### src/rtl/cd40147_pkg.sv
// Shared constants and reference encoding function for the CD40147-style
// 10-to-4 BCD priority encoder.
package cd40147_pkg;

  localparam int          N_IN     = 10;
  localparam int          W_OUT    = 4;
  localparam logic [3:0]  BCD_NONE = 4'd0;

  // Index of the highest asserted line; BCD_NONE when no line is set.
  function automatic logic [3:0] prio_enc10(input logic [9:0] v);
    logic [3:0] r;
    if      (v[9]) r = 4'd9;
    else if (v[8]) r = 4'd8;
    else if (v[7]) r = 4'd7;
    else if (v[6]) r = 4'd6;
    else if (v[5]) r = 4'd5;
    else if (v[4]) r = 4'd4;
    else if (v[3]) r = 4'd3;
    else if (v[2]) r = 4'd2;
    else if (v[1]) r = 4'd1;
    else           r = BCD_NONE;
    return r;
  endfunction

endpackage

### src/rtl/cd40147_prio_core.sv
// Purely combinational 10-line priority encoder core: BCD index of the
// highest set line plus an "any line set" flag.
module cd40147_prio_core
  import cd40147_pkg::*;
(
  input  logic [9:0] i_lines,
  output logic [3:0] o_enc,
  output logic       o_any
);

  // Top-down priority chain; i_lines[9] wins over everything below it.
  always_comb begin
    o_enc = prio_enc10(i_lines);
    o_any = |i_lines;
  end

endmodule

### src/rtl/cd40147_assign_sync.sv
// CD40147-style 10-line to BCD priority encoder, active-high on both sides,
// with an optional single output register stage.
module cd40147_assign_sync
  import cd40147_pkg::*;
#(
  parameter int N_IN    = 10,
  parameter int W_OUT   = 4,
  parameter int OUT_REG = 1
) (
  input  logic              clk,
  input  logic              rst,
  input  logic [N_IN-1:0]   i,
  output logic [W_OUT-1:0]  o,
  output logic              o_valid
);

  // The encoder is defined only for exactly ten lines and a 4-bit BCD code.
  generate
    if (N_IN != 10 || W_OUT != 4) begin : g_bad_params
      $error("cd40147_assign_sync: N_IN must be 10 and W_OUT must be 4");
    end
  endgenerate

  logic [3:0] w_enc_p0;
  logic       w_any_p0;

  // Stage p0: combinational encode of the current input lines.
  cd40147_prio_core u_core (
    .i_lines (i[9:0]),
    .o_enc   (w_enc_p0),
    .o_any   (w_any_p0)
  );

  generate
    if (OUT_REG != 0) begin : g_reg
      logic [3:0] r_enc_p1;
      logic       r_vld_p1;

      // Stage p1: register the encoding; reset wins over incoming data.
      always_ff @(posedge clk) begin
        if (rst) begin
          r_enc_p1 <= BCD_NONE;
          r_vld_p1 <= 1'b0;
        end else begin
          r_enc_p1 <= w_enc_p0;
          r_vld_p1 <= w_any_p0;
        end
      end

      assign o       = r_enc_p1;
      assign o_valid = r_vld_p1;
    end else begin : g_comb
      assign o       = w_enc_p0;
      assign o_valid = w_any_p0;
    end
  endgenerate

endmodule

### config.mk
export PLATFORM = sky130hd
export DESIGN_NAME = cd40147_assign_sync
export DESIGN_NICKNAME = d
export VERILOG_FILES = /design/src/rtl/cd40147_pkg.sv /design/src/rtl/cd40147_prio_core.sv /design/src/rtl/cd40147_assign_sync.sv
export SDC_FILE = /design/constraint.sdc
export NUM_CORES = 1
export LEC_CHECK = 0
export BUFFER_PORTS_ARGS = -buffer_cell sky130_fd_sc_hd__buf_2
export CAP_MARGIN = 20
export CORE_AREA = 2 2 39 41
export CTS_CLUSTER_DIAMETER = 150
export CTS_CLUSTER_SIZE = 30
export DETAILED_ROUTE_END_ITERATION = 8
export DIE_AREA = 0 0 41 43
export PLACE_DENSITY = 0.44
export RECOVER_POWER = 100
export SLEW_MARGIN = 40
export SYNTH_ARGS = -nofsm -noshare
export SYNTH_HDL_FRONTEND = slang
export SYNTH_SLANG_ARGS = --single-unit
### constraint.sdc
create_clock -name clk -period 1.75 [get_ports clk]
set_input_delay 0.35 -clock clk [delete_from_list [all_inputs] [get_ports clk]]
set_output_delay 0.35 -clock clk [all_outputs]
set_load 0.1 [all_outputs]
==> impl_metrics.toml <==
[power]
total_power_uw = 331.5
pwr-share-seq_pct = 36.8
p_switching_uw = 106.5
cell_internal_pwr_uw = 224.9
vdd_ir_drop_max_uv = 155.9
comb_power_share_pct = 24.9
switching_share_pct = 32.15
p_clk_share_pct = 38.2
leakage_nw = 0.1467
p_per_area_nw_per_um2 = 1047

[status]
status = "complete, no violations"

[clock_tree]
clk_pin_slew_ps = 40
hold_buffers = 0
ctsResizeCount = 0
clock-root-buffer = "clkbuf_4"
cts_buffers = 3
clock_sinks = 5
cts_tree = "done"
htree_levels = 1
post_cts_buffers = 0
cts_buffer_depth = 2

[sta]
max_slew_margin_pct = 64.08
worst_slew_pin_slew_ps = 541.1
period_needed_ps = 1329
finalCritPeriodShare_pct = 75.96
fin_setup_tns_ps = 0
final-hold-violation-count = 0
rsz0062_at_grt = "no"
setup_viol = 0
slew_viol_final = 0
max_freq_mhz = 752.3

[place]
gp_congestion = 0.6708
port_buffers = 16
hpwl_um = 418.6

[detailed_routing]
drc_errors = 0
drt-pass1-iter-count = 2
vias_per_cell = 4.034
drtAntennaViolNets = 0
vias = 234
avgRoutedWirePerCell_um = 8.655
drt_iter0_drc = 3
drt_wl_total_um = 502

[logic_synthesis]
synth_fp_nets = 34
yosysTopAreaCell = "dfxtp_1"
synth_area_leaders = "dfxtp_1 50%, nor2_1 11%, nor4_1 9.4%"
ys_ff_latch = 5
syn_inst = 22
synth-seq-area-share_pct = 50.00
netlist_area_um2 = 200.2
synth_area_per_cell_um2 = 9.100
yosys.area.top_type_share_pct = 50.00
yosysWarnings = 0
ys_types = 10

[global_route]
grt_max_degree = 6
antenna_found_initial = 0
grt_pass1_vias = 216
grt_pass1_wl_um = 752
grt_use_total_pct = 6.332
grt_overflow = 0

[critical_path]
path_max_fanout = 1
worst-path-stages = 1
end_kind = "output pin"
cp-start-kind = "flip-flop"
worstSetupPathType = "flip-flop to output pin"
critPathTopFamily = "buffers and inverters"
cp.required_ps = 1400
cp_num_buf_inv = 1
cpPeakStageDelay_ps = 450
cp_slowest_cell = "clkbuf_2"
path_cells = "clkbuf_2"
arrival_ps = 980

[finish]
fin_nets = 55
regArea_um2 = 100.1
syn2layout_area_growth_pct = 58.13
drive_gt1_share_pct = 38.10
nFillCells = 165
multiInputGateArea_um2 = 86.33
diodes = 0

[floorplan]
fp.dieH_um = 43
start_util_pct = 14.47
rows = 14
fp.dieW_um = 41
dieArea_um2 = 1763
coreArea_um2 = 1384
io_pins = 17

[run]
maxCapViolations = 0

[hold_path]
whs_endpoint = "o_valid$_SDFF_PP0_"
hold_depth = 2
hp-start = "rst"
worst_hold_path_type = "input port to flip-flop"
sequential cells by signal (all words and copies together) (netlist names):
name,cells
o,4
o_valid,1
routing by layer:
metal	vias up	wire length, um	track usage [%]
met5	-	0	0
met4	0	0	8.000
met3	0	51	0
met2	12	233	9.063
met1	100	217	7.097
li1	122	-	-
how the worst max path moves through the flow:
stage                               start         endpoint  slack (ps)
after floorplan           o[0]$_SDFF_PP0_             o[0]         490
after global placement               i[4]  o[1]$_SDFF_PP0_         530
after detailed placement             i[2]  o[0]$_SDFF_PP0_         540
after CTS                 o[2]$_SDFF_PP0_             o[2]         440
after global routing      o[3]$_SDFF_PP0_             o[3]         380
final                     o[2]$_SDFF_PP0_             o[2]         420
cell usage after synthesis:
cell type / number
nand2b_1: 1
a221oi_2: 1
inv_1: 2
dfxtp_1: 5
a221o_1: 1
nor4_1: 3
o21ai_0: 1
nor2_1: 6
a2111oi_0: 1
a31oi_1: 1
through the flow:
stage | instances | utilization [%] | area [um2] | hold slack [ps] | worst slack, ps
3_3_place_gp | 54 | 21.70 | 300.3 | 582.0 | 533.2
5_1_grt | 58 | 22.88 | 316.6 | 345.4 | 383.5
3_5_place_dp | 54 | 21.70 | 300.3 | 581.6 | 535.1
4_1_cts | 58 | 23.60 | 326.6 | 331.6 | 441.3
2_1_floorplan | 22 | - | 200.2 | 416.2 | 491.0
6_report | 58 | 22.88 | 316.6 | 337.4 | 420.7
placed cells by master, fill, tap and decap left out:
cell | synthesis | layout
a2111oi_0 | 1 | 1
a221o_1 | 1 | 1
a221oi_1 | 0 | 1
a31oi_1 | 1 | 1
buf_2 | 0 | 8
clkbuf_1 | 0 | 4
clkbuf_2 | 0 | 5
clkbuf_4 | 0 | 3
dfxtp_1 | 5 | 5
inv_1 | 2 | 2
nand2b_1 | 1 | 1
nor2_1 | 6 | 6
nor4_1 | 3 | 3
o21ai_0 | 1 | 1
area by class of cell:
class | instances | share of cell area (%)
multi-input cells | 15 | 27.27
inverters | 2 | 2.372
flip-flops and latches | 5 | 31.62
repair buffers | 16 | 24.11
well taps | 16 | 6.324
clock buffers | 4 | 8.300
power groups by stage:
stage | clock network [mW] | registers [mW] | logic (mW)
finish | 0.127 | 0.122 | 0.0827
global route | 0.135 | 0.123 | 0.0876
CTS | 0.133 | 0.122 | 0.0861
detailed placement | 0 | 0.124 | 0.0859
global placement | 0 | 0.124 | 0.0855
floorplan | 0 | 0.171 | 0.0121
kinds of logic after synthesis:
family          count (synthesis)  share of synthesized area, %
compound gates                  5                         22.50
buf+inv                         2                         3.751
flops                           5                         50.00
simple gates                   10                         23.75
(Power assumes the default switching activity.)
